`src/rtl/address_offset_adder.sv`:
```
// Translates raw operand addresses that fall in the shared-code window by adding a
// per-thread default offset (from an external table, 3-cycle read) and a programmable offset.
module address_offset_adder #(
   parameter int ADDR_WIDTH   = 10,
   parameter int THREAD_WIDTH = 3,
   parameter int THREAD_COUNT = 8,
   parameter int SHARED_BASE  = 0,
   parameter int SHARED_SIZE  = 16
) (
   input  logic                    clock,
   input  logic                    reset,
   input  logic                    in_valid,
   input  logic [THREAD_WIDTH-1:0] in_thread,
   input  logic [ADDR_WIDTH-1:0]   in_addr,
   input  logic                    in_post_inc,
   output logic [THREAD_WIDTH-1:0] default_read_thread,
   input  logic [ADDR_WIDTH-1:0]   default_offset,
   input  logic                    cfg_wren,
   input  logic [THREAD_WIDTH-1:0] cfg_thread,
   input  logic [ADDR_WIDTH-1:0]   cfg_data,
   output logic                    out_valid,
   output logic [THREAD_WIDTH-1:0] out_thread,
   output logic [ADDR_WIDTH-1:0]   out_addr,
   output logic                    out_translated
);

   localparam logic [ADDR_WIDTH:0]   WIN_LO   = (ADDR_WIDTH+1)'(SHARED_BASE);
   localparam logic [ADDR_WIDTH:0]   WIN_SIZE = (ADDR_WIDTH+1)'(SHARED_SIZE);
   localparam logic [THREAD_WIDTH:0] T_COUNT  = (THREAD_WIDTH+1)'(THREAD_COUNT);

   logic                    s1_valid_q, s2_valid_q, s3_valid_q;
   logic [THREAD_WIDTH-1:0] s1_thread_q, s2_thread_q, s3_thread_q;
   logic [ADDR_WIDTH-1:0]   s1_addr_q, s2_addr_q, s3_addr_q;
   logic                    s1_inc_q, s2_inc_q, s3_inc_q;

   logic [ADDR_WIDTH-1:0]   prog_q [THREAD_COUNT];

   logic                    out_valid_q, out_valid_d;
   logic [THREAD_WIDTH-1:0] out_thread_q, out_thread_d;
   logic [ADDR_WIDTH-1:0]   out_addr_q, out_addr_d;
   logic                    out_translated_q, out_translated_d;

   logic [ADDR_WIDTH+1:0]   rel_addr;
   logic                    in_window;
   logic                    thread_ok;
   logic                    translate;
   logic                    bump;
   logic [ADDR_WIDTH-1:0]   prog_sel;
   logic [ADDR_WIDTH-1:0]   sum_addr;

   // The table lookup is issued for every cycle's thread, valid or not.
   assign default_read_thread = in_thread;

   always_ff @(posedge clock) begin
      if (reset) begin
         s1_valid_q <= 1'b0;
         s2_valid_q <= 1'b0;
         s3_valid_q <= 1'b0;
      end else begin
         s1_valid_q <= in_valid;
         s2_valid_q <= s1_valid_q;
         s3_valid_q <= s2_valid_q;
      end
      s1_thread_q <= in_thread;
      s2_thread_q <= s1_thread_q;
      s3_thread_q <= s2_thread_q;
      s1_addr_q   <= in_addr;
      s2_addr_q   <= s1_addr_q;
      s3_addr_q   <= s2_addr_q;
      s1_inc_q    <= in_post_inc;
      s2_inc_q    <= s1_inc_q;
      s3_inc_q    <= s2_inc_q;
   end

   // Window test done as an offset from the base so the top edge never wraps.
   always_comb begin
      rel_addr  = {2'b00, s3_addr_q} - {1'b0, WIN_LO};
      in_window = ~rel_addr[ADDR_WIDTH+1] && (rel_addr[ADDR_WIDTH:0] < WIN_SIZE);
      thread_ok = ({1'b0, s3_thread_q} < T_COUNT);
      prog_sel  = '0;
      for (int i = 0; i < THREAD_COUNT; i++) begin
         if (s3_thread_q == THREAD_WIDTH'(i)) prog_sel = prog_q[i];
      end
      translate = s3_valid_q && in_window && thread_ok;
      bump      = translate && s3_inc_q;
      sum_addr  = s3_addr_q + default_offset + prog_sel;
   end

   always_comb begin
      out_valid_d      = 1'b0;
      out_thread_d     = out_thread_q;
      out_addr_d       = out_addr_q;
      out_translated_d = out_translated_q;
      if (s3_valid_q) begin
         out_valid_d      = 1'b1;
         out_thread_d     = s3_thread_q;
         out_addr_d       = translate ? sum_addr : s3_addr_q;
         out_translated_d = translate;
      end
   end

   always_ff @(posedge clock) begin
      if (reset) begin
         out_valid_q      <= 1'b0;
         out_thread_q     <= '0;
         out_addr_q       <= '0;
         out_translated_q <= 1'b0;
      end else begin
         out_valid_q      <= out_valid_d;
         out_thread_q     <= out_thread_d;
         out_addr_q       <= out_addr_d;
         out_translated_q <= out_translated_d;
      end
   end

   // A config write to the same entry overrides a simultaneous post-increment.
   always_ff @(posedge clock) begin
      if (reset) begin
         for (int i = 0; i < THREAD_COUNT; i++) prog_q[i] <= '0;
      end else begin
         for (int i = 0; i < THREAD_COUNT; i++) begin
            if (cfg_wren && (cfg_thread == THREAD_WIDTH'(i)))
               prog_q[i] <= cfg_data;
            else if (bump && (s3_thread_q == THREAD_WIDTH'(i)))
               prog_q[i] <= prog_q[i] + 1'b1;
         end
      end
   end

   assign out_valid      = out_valid_q;
   assign out_thread     = out_thread_q;
   assign out_addr       = out_addr_q;
   assign out_translated = out_translated_q;

endmodule

```
`config.mk`:
```
export PLATFORM = sky130hd
export DESIGN_NAME = address_offset_adder
export DESIGN_NICKNAME = d
export VERILOG_FILES = /design/src/rtl/address_offset_adder.sv
export SDC_FILE = /design/constraint.sdc
export NUM_CORES = 1
export LEC_CHECK = 0
export BUFFER_PORTS_ARGS = -buffer_cell sky130_fd_sc_hd__buf_2
export CAP_MARGIN = 20
export CORE_UTILIZATION = 45
export DETAILED_ROUTE_END_ITERATION = 7
export HOLD_SLACK_MARGIN = 0.12
export SKIP_LAST_GASP = 1
export SLEW_MARGIN = 5
export SYNTH_ARGS = -nofsm -noshare
export SYNTH_HDL_FRONTEND = slang
export SYNTH_SLANG_ARGS = --single-unit
```
`constraint.sdc`:
```
create_clock -name clock -period 4.91 [get_ports clock]
set_input_delay 0.982 -clock clock [delete_from_list [all_inputs] [get_ports clock]]
set_output_delay 0.982 -clock clock [all_outputs]
set_load 0.01 [all_outputs]
```
**Word level (Yosys, flattened, before mapping)**

Memories as Yosys holds them, arrays and structs flattened.
Index checks and enable logic that the tools add are counted.

- Input port bits: 41
- Output and inout port bits: 18
- Word-level logic and storage cells: 162
- Memories: 1
- Bits in registers: 60
- Bits in writable memories: 80
- Memory bits (read-only): 0
- Latch bits: 0

- Eq/ne operators: 14
- Multiply operators: 0
- Divide/modulo/power cells: 0
- Muxes and demuxes: 84
- Order comparisons: 1
- Add/sub/neg operators: 10
- Reductions and logical operators: 20
- Shifts and indexed selects: 0
- Bitwise gates (word level): 16

Memories:

| name | depth | bits a word | rd ports | clocked after memory_dff | write ports | line | RTL |
|---|---|---|---|---|---|---|---|
| prog_q | 8 | 10 | 8 | 0 | 8 | 36 | `logic [ADDR_WIDTH-1:0] prog_q [THREAD_COUNT];` |

Operator list:

| operator | number |
|---|---|
| $mux 10 | 25 |
| $add 10x1->10 const B | 8 |
| $mux 1 | 59 |
| $eq 3x3->1 const B | 8 |
| $add 10x10->10 | 2 |
| $logic_and 1x1->1 | 18 |
| $or 1x1->1 | 16 |
| $eq 3x2->1 const B | 4 |
| $lt 10x5->1 const B | 1 |
| $eq 3x1->1 const B | 2 |
| $logic_not 3->1 | 2 |

**Depth between registers and ports, before layout**

Gate-level depths: netlist (run 1).

- Word-level depth: 11
- Depth in mapped cells: 18
- Mapped depth without buffers: 17

**Worst setup path before layout (run 1)**

Ideal clock, no wire load.

- Kind: flip-flop to flip-flop
- Start: reg s3_thread_q[0]
- End: reg out_addr_q[9], in the netlist out_addr[9]
- Arrival time: 3.543 ns
- Path buffers: 2
- Period minus slack after synthesis: 3.605 ns
- Path slack: 1.305 ns
- Setup time: 0.062 ns
- Required time: 4.848 ns
- Stages on the path, launching flop included: 19
- Cell sequence: dfxtp_1 buf_4 clkbuf_1 mux2i_1 nor2_1 a21oi_1 nor2_1 a221oi_1 o21ai_0 fa_1 ha_1 inv_1 fa_1 nor2b_1 o21ai_0 a32oi_1 a31oi_1 or3b_1 nand3_1

- Longest elaborated chain between the ends: 11
- Elaborated cells between the ends (all ways): 18
- Those cells by class: add/sub: 1; eq/ne: 7; mux: 9; reduce/logical: 1

Ends and longest elaborated chain:

| element | line | RTL |
|---|---|---|
| from (decl) | 32 | `logic [THREAD_WIDTH-1:0] s1_thread_q, s2_thread_q, s3_thread_q;` |
| from (signal assigned) | 66 | `s3_thread_q <= s2_thread_q;` |
| $logic_not 3->1 | 82 | `if (s3_thread_q == THREAD_WIDTH'(i)) prog_sel = prog_q[i];` |
| $mux 10 (7 in a row) | 82 |  |
| $mux 10 * | 82 |  |
| $add 10x10->10 * | 86 | `sum_addr = s3_addr_q + default_offset + prog_sel;` |
| $mux 10 * | 97 | `out_addr_d = translate ? sum_addr : s3_addr_q;` |
| to (signal assigned) | 111 | `out_addr_q <= out_addr_d;` |
| to (decl) | 40 | `logic [ADDR_WIDTH-1:0] out_addr_q, out_addr_d;` |

Every way passes the cells marked *; elsewhere a longest branch is shown, timed or not.
A chain may end at the register's enable or synchronous reset.

**Worst setup path in the final report (run 1)**

- Start: reg s3_thread_q[0]
- End: reg out_addr_q[6], in the netlist out_addr[6]

Same word-level chain as after synthesis.

==> results_dict.tcl, run 1 <==
set metrics [dict create \
    core_area_mm2 0.0160 \
    gp_congestion 0.925 \
    cts_root_buf "sky130_fd_sc_hd__clkbuf_16" \
    leakage_power_total_nw 3.17 \
    cp_data_arrival_time_ns 4.71 \
    max_clock_freq_mhz 228 \
    timing.critical_path.from_type "flop" \
    first_iter_violations 781 \
    drc 0 \
    hold_path_end "s2_thread_q[0]" \
    drt_first_pass_iters 5 \
    cp_top_family "compound AO/OA/AOI/OAI gates" \
    timing.hold.worst.start "s1_thread_q[0]" \
    post_cts_resize_count 0 \
    worstSkewPairLatency_ns 0.44 \
    reg2reg_start "s3_thread_q[0]" \
    post-place-ws_ns 0.633 \
    routed_wirelength_um 20000 \
    synth_top_cell_area_share 0.324 \
    die_width_um 130 \
    sequentialPowerShare 0.455 \
    power_report.internal_total_mw 2.13 \
    path_buf_inv 1 \
    timing.max_cap.violations 0 \
    worst_setup_path_startpoint "s3_thread_q[0]" \
    place_hpwl_um 14200 \
    clockPowerShare 0.429 \
    final_layout_size_suffix_gt1_frac 0.150 \
    drt.antenna.violating_nets 0 \
    ys_async_sr_fraction 0 \
    post_synth_most_frequent_cells "116 x sky130_fd_sc_hd__nand2_1, 80 x sky130_fd_sc_hd__edfxtp_1, 78 x sky130_fd_sc_hd__o21ai_0, 73 x sky130_fd_sc_hd__nor2_1, 60 x sky130_fd_sc_hd__dfxtp_1" \
    holdWs_ns 0.325 \
    first_global_vias 5432 \
    mappedNetlistArea_mm2 0.00742 \
    vdd.ir_drop.worst_v 0.000280 \
    design.die.area_mm2 0.0170 \
    end_kind "flop" \
    grt_first_pass_wirelength_um 31000 \
    clock_buffer_count_from_cts 17 \
    io-pin-count 59 \
    gr-total-overflow 0 \
    timing.critical_path.slowest_stage_cell "sky130_fd_sc_hd__dfxtp_1" \
    synth.largest_area_cell "sky130_fd_sc_hd__edfxtp_1" \
    cts.htree.levels 4 \
    timing.setup.tns_ns 0 \
    postSynth.topFlopCell "sky130_fd_sc_hd__edfxtp_1" \
    hold_violations 0 \
    synthesis_warnings 0 \
    min_path_cells 0 \
    ys_types 56 \
    status "finished, final reports clean" \
    clock-skew-final_ns 0.0111 \
    post_cts_buffers 0 \
    clockBufferDepth 2 \
    synth-edff-count 80 \
    rrSetupSlack_ns 0.53 \
    worst-slew-pin-transition_ns 1.04 \
    route.detailed.vias_per_inst 5.69 \
    timing.final.crit_period_ns 4.38 \
    unrepaired_setup_endpoints_after_global_routing "false" \
    tritoncts_num_sinks 140 \
    antenna_cells 0 \
    net_switching_power_uw 877 \
    critical_path.cell_chain "inv_2, nor2_1, a21oi_1, o221ai_1, o21ai_0, nand2_1, fa_1, ha_1, a21o_1, a21oi_1, nor2b_1, o21ai_0, mux2_2, nor4_1" \
    ctsHoldBuffers 0 \
    synthCells 761 \
    die_height_um 130 \
    power.density_mw_per_mm2 356 \
    nNetsFinal 876 \
    grt.total_usage 0.250 \
    buffer_ports.inserted 58 \
    start_util 0.464 \
    tritoncts "done" \
    worst_setup_hold_path_clk_slew_ns 0.07 \
    required_time_worst_endpoint_ns 5.25 \
    netSwitchingFraction 0.291 \
    setup_viol 0 \
    slew-limit-headroom 0.303 \
    combinationalPowerShare 0.116 \
    critPathMaxStageDelay_ns 0.82 \
    avgRoutedWirePerCell_um 19.2 \
    yosys.cell_count.top_type "sky130_fd_sc_hd__nand2_1" \
    synth_nets 828 \
    syn2layout_area_growth_pct 13.9 \
    ys_top_cells_by_area "sky130_fd_sc_hd__edfxtp_1 32%, sky130_fd_sc_hd__dfxtp_1 16%, sky130_fd_sc_hd__nand2_1 5.9%, sky130_fd_sc_hd__o21ai_0 5.3%, sky130_fd_sc_hd__xnor2_1 4.4%" \
    largest_net_degree_at_the_start_of_global_routing 51 \
    worstPathMaxFanout 19 \
    seq_area_frac_synth 0.485 \
    post_synth.cell_area_avg_um2 9.75 \
    fp-row-count 46 \
    min_period_over_period 0.892 \
    finalMaxSlewViolations 0 \
    regToRegEndpoint "out_addr[6]" \
    critPathKind "reg2reg" \
    setup_slack_ns 0.532 \
    routed-via-count 5904 \
    total_of_flip_flops_plus_latches_after_synthesis 140 \
    holdCritPathClass "reg2reg" \
    antenna_violations_before_repair 0 \
    reg2regPathDepth 14 \
]
flip-flops by register name, summed over array words and instances (netlist names), 3 cells and up:
| register | count |
|---|---|
| s1_thread_q | 3 |
| out_thread | 3 |
| s3_thread_q | 3 |
| s1_addr_q | 10 |
| s3_addr_q | 10 |
| out_addr | 10 |
| s2_thread_q | 3 |
| prog_q | 80 |
| s2_addr_q | 10 |
logic make-up (layout without fill, tap and decap cells):
kind of cell / after synthesis / after routing / synth area share
AOI/OAI and AO/OA: 160 / 160 / 0.135
muxes: 20 / 20 / 0.0293
adders and majority gates: 26 / 26 / 0.0539
xor gates and xnor gates: 72 / 72 / 0.0849
and+or+nand+nor: 285 / 285 / 0.177
DFF: 140 / 140 / 0.485
buffers and inverters: 58 / 119 / 0.0351
metrics by stage:
step	instance area, um2	utilization	cells	power, mW
after global routing	8460	0.528	1038	3.12
after detailed placement	7860	0.491	1005	1.74
final	8460	0.528	1038	3.01
after global placement	7860	0.491	1005	1.73
after floorplan	7420	-	761	1.62
after CTS	8450	0.528	1037	3.03
power by group through the flow:
stage,Clock [mW],Combinational [mW],Sequential (mW)
finish,1.29,0.349,1.37
global route,1.36,0.389,1.38
CTS,1.31,0.347,1.37
detailed placement,0,0.343,1.39
global placement,0,0.336,1.39
floorplan,0,0.250,1.37
metal layers:
layer / GRT usage / share of wire / vias to the layer above
met1: 0.357 / 0.46 / 2801
met4: 0.0872 / 0.021 / 0
met3: 0.0631 / 0.077 / 37
met2: 0.368 / 0.44 / 281
li1: - / - / 2785
met5: 0 / 0 / -
how the worst max path moves through the flow:
stage,endpoint,cells after the start
final,out_addr[6],14
after global routing,out_addr[6],14
after detailed placement,out_addr[6],14
after floorplan,out_addr[9],18
after global placement,out_addr[9],15
after CTS,out_addr[6],14
layout by cell type, fill, tap and decap left out, drive strengths merged, types with 34 or more instances in the layout:
cell / Yosys / routed
xnor2: 37 / 37
nand3: 42 / 42
dfxtp: 60 / 60
edfxtp: 80 / 80
nor2: 74 / 74
inv: 21 / 34
buf: 22 / 66
xor2: 35 / 35
o21ai: 87 / 87
nand2: 116 / 116
cell type report:
| class | count | area (um2) |
|---|---|---|
| clock buffer | 17 | 425 |
| clock inverter | 15 | 164 |
| fill | 1504 | 7540 |
| inverter | 21 | 78.8 |
| multi-input combinational | 563 | 3570 |
| sequential | 140 | 3600 |
| tap | 216 | 270 |
| timing repair buffer | 66 | 348 |
worst reg2reg max path, stage by stage, from the launching register on:
cell,delay [ns]
sky130_fd_sc_hd__dfxtp_1,0.82
sky130_fd_sc_hd__inv_2,0.26
sky130_fd_sc_hd__nor2_1,0.52
sky130_fd_sc_hd__a21oi_1,0.14
sky130_fd_sc_hd__o221ai_1,0.24
sky130_fd_sc_hd__o21ai_0,0.16
sky130_fd_sc_hd__nand2_1,0.11
sky130_fd_sc_hd__fa_1,0.44
sky130_fd_sc_hd__ha_1,0.31
sky130_fd_sc_hd__a21o_1,0.16
sky130_fd_sc_hd__a21oi_1,0.28
sky130_fd_sc_hd__nor2b_1,0.08
sky130_fd_sc_hd__o21ai_0,0.17
sky130_fd_sc_hd__mux2_2,0.35
sky130_fd_sc_hd__nor4_1,0.26
Note: power is estimated with default switching activity, not from simulation.
==> inputs of run 2 (changes only) <==
--- a/config.mk
+++ b/config.mk
@@ -10,6 +10,7 @@
 export CORE_UTILIZATION = 45
 export DETAILED_ROUTE_END_ITERATION = 7
 export HOLD_SLACK_MARGIN = 0.12
+export PLACE_DENSITY = 0.61
 export SKIP_LAST_GASP = 1
 export SLEW_MARGIN = 5
 export SYNTH_ARGS = -nofsm -noshare
==> constraint.sdc (replaced) <==
create_clock -name clock -period 5.1 [get_ports clock]
set_input_delay 1.02 -clock clock [delete_from_list [all_inputs] [get_ports clock]]
set_output_delay 1.02 -clock clock [all_outputs]
set_load 0.01 [all_outputs]
==> run 2 against run 1 <==
Net effect: sequential power shrank 4%; fmax rose by 0.56%; critical path depth grew 3; critical endpoint is now out_addr[9]; non-clock buffer count rose by 1.
==> results_dict.tcl, run 2 (synthesized netlist as in run 1, its figures left out) <==
set metrics [dict create \
    status "finished, final reports clean" \
    drt_first_pass_iters 5 \
    regToRegEndpoint "out_addr[9]" \
    hold_violations 0 \
    unrepaired_setup_endpoints_after_global_routing "false" \
    core_area_mm2 0.0160 \
    vdd.ir_drop.worst_v 0.000232 \
    leakage_power_total_nw 3.18 \
    hold_path_end "s2_addr_q[6]" \
    layout.cells.most_common_list "116 x sky130_fd_sc_hd__nand2_1, 80 x sky130_fd_sc_hd__edfxtp_1, 78 x sky130_fd_sc_hd__o21ai_0" \
    tritoncts "done" \
    max_clock_freq_mhz 230 \
    timing.critical_path.slowest_stage_cell "sky130_fd_sc_hd__dfxtp_1" \
    design.die.area_mm2 0.0170 \
    die_width_um 130 \
    post-place-ws_ns 0.854 \
    grt.total_usage 0.253 \
    required_time_worst_endpoint_ns 5.48 \
    rrSetupSlack_ns 0.75 \
    drt.antenna.violating_nets 0 \
    antenna_cells 0 \
    die_height_um 130 \
    timing.max_cap.violations 0 \
    largest_register "prog_q" \
    critPathMaxStageDelay_ns 0.82 \
    cp_top_family "simple AND/OR/NAND/NOR gates" \
    io-pin-count 59 \
    tritoncts_num_sinks 140 \
    routed-via-count 5864 \
    power.density_mw_per_mm2 347 \
    place_hpwl_um 14300 \
    reg2regPathDepth 17 \
    end_kind "flop" \
    drc 0 \
    clock_buffer_count_from_cts 17 \
    antenna_violations_before_repair 0 \
    worstSkewPairLatency_ns 0.43 \
    layoutNonFillerInstCount 1039 \
    critPathKind "reg2reg" \
    timing.setup.tns_ns 0 \
    critical_path_depth 17 \
    nNetsFinal 877 \
    first_iter_violations 535 \
    slew-limit-headroom 0.253 \
    gp_congestion 0.919 \
    largest_net_degree_at_the_start_of_global_routing 51 \
    final_layout_size_suffix_gt1_frac 0.151 \
    most_common_cell_after_layout_fill_and_taps_aside "sky130_fd_sc_hd__nand2_1" \
    buffer_ports.inserted 58 \
    grt_first_pass_wirelength_um 31600 \
    fp-row-count 46 \
    reg2reg_start "s3_thread_q[0]" \
    ctsHoldBuffers 0 \
    setup_viol 0 \
    gr-total-overflow 0 \
    path_buf_inv 3 \
    cts_root_buf "sky130_fd_sc_hd__clkbuf_16" \
    worstPathMaxFanout 19 \
    syn2layout_area_growth_pct 14.3 \
    worst-slew-pin-transition_ns 1.11 \
    flip_flop_count_of_the_largest_register_after_layout 80 \
    start_util 0.464 \
    setup_slack_ns 0.747 \
    critical_path.cell_chain "inv_2, nor2_1, nand2_1, nand2_1, a221oi_1, a2bb2oi_1, fa_1, inv_1, ha_1, inv_1, fa_1, nor2b_1, o21ai_0, a32oi_1, a31oi_1, or3b_1, nand3_1" \
    clockBufferDepth 2 \
    finalMaxSlewViolations 0 \
    timing.critical_path.from_type "flop" \
    final_util 0.530 \
    timing.hold.worst.start "s1_addr_q[6]" \
    cts.htree.levels 4 \
    routed_wirelength_um 19900 \
    post_cts_resize_count 0 \
    post_cts_buffers 0 \
    timing.final.crit_period_ns 4.35 \
    cp_data_arrival_time_ns 4.73 \
    avgRoutedWirePerCell_um 19.2 \
    first_global_vias 5573 \
    holdWs_ns 0.327 \
    clock-skew-final_ns 0.0109 \
    route.detailed.vias_per_inst 5.64 \
    worst_setup_hold_path_clk_slew_ns 0.07 \
    holdCritPathClass "reg2reg" \
    min_period_over_period 0.854 \
    min_path_cells 0 \
    placed_cells_incl_taps 1006 \
]
run 2: report_power, final:
part	total, mW	leakage (nW)	internal (mW)	switching [mW]
Clock	1.29	0.304	0.729	0.559
Sequential	1.32	1.33	1.25	0.0651
Combinational	0.337	1.56	0.139	0.197
run 2: final cells by class:
| class | instances | area [um2] |
|---|---|---|
| clock buffers | 18 | 450 |
| well taps | 216 | 270 |
| repair buffers | 67 | 355 |
| flip-flops and latches | 140 | 3600 |
| clock inverters | 14 | 164 |
| multi-input cells | 563 | 3570 |
| fillers | 1470 | 7510 |
| inverters | 21 | 78.8 |
run 2: stage by stage:
step | area (um2) | power [mW]
floorplan | 7420 | 1.56
finish | 8490 | 2.94
detailed placement | 7870 | 1.68
CTS | 8480 | 2.97
global placement | 7870 | 1.67
global route | 8490 | 3.06
run 2: how the worst max path moves through the flow:
stage / start / end / slack (ns)
after floorplan: s3_thread_q[0] / out_addr[9] / 1.50
after global placement: s3_thread_q[0] / out_addr[9] / 1.01
after detailed placement: s3_thread_q[0] / out_addr[9] / 0.85
after CTS: s3_thread_q[0] / out_addr[9] / 0.80
after global routing: s3_thread_q[0] / out_addr[9] / 0.41
final: s3_thread_q[0] / out_addr[9] / 0.75
run 2: layer usage:
layer / global-route usage / wire [um] / vias to the layer above
li1: - / - / 2787
met4: 0.101 / 485 / 0
met2: 0.376 / 8970 / 221
met3: 0.0493 / 1400 / 35
met5: 0 / 0 / -
met1: 0.362 / 9090 / 2821
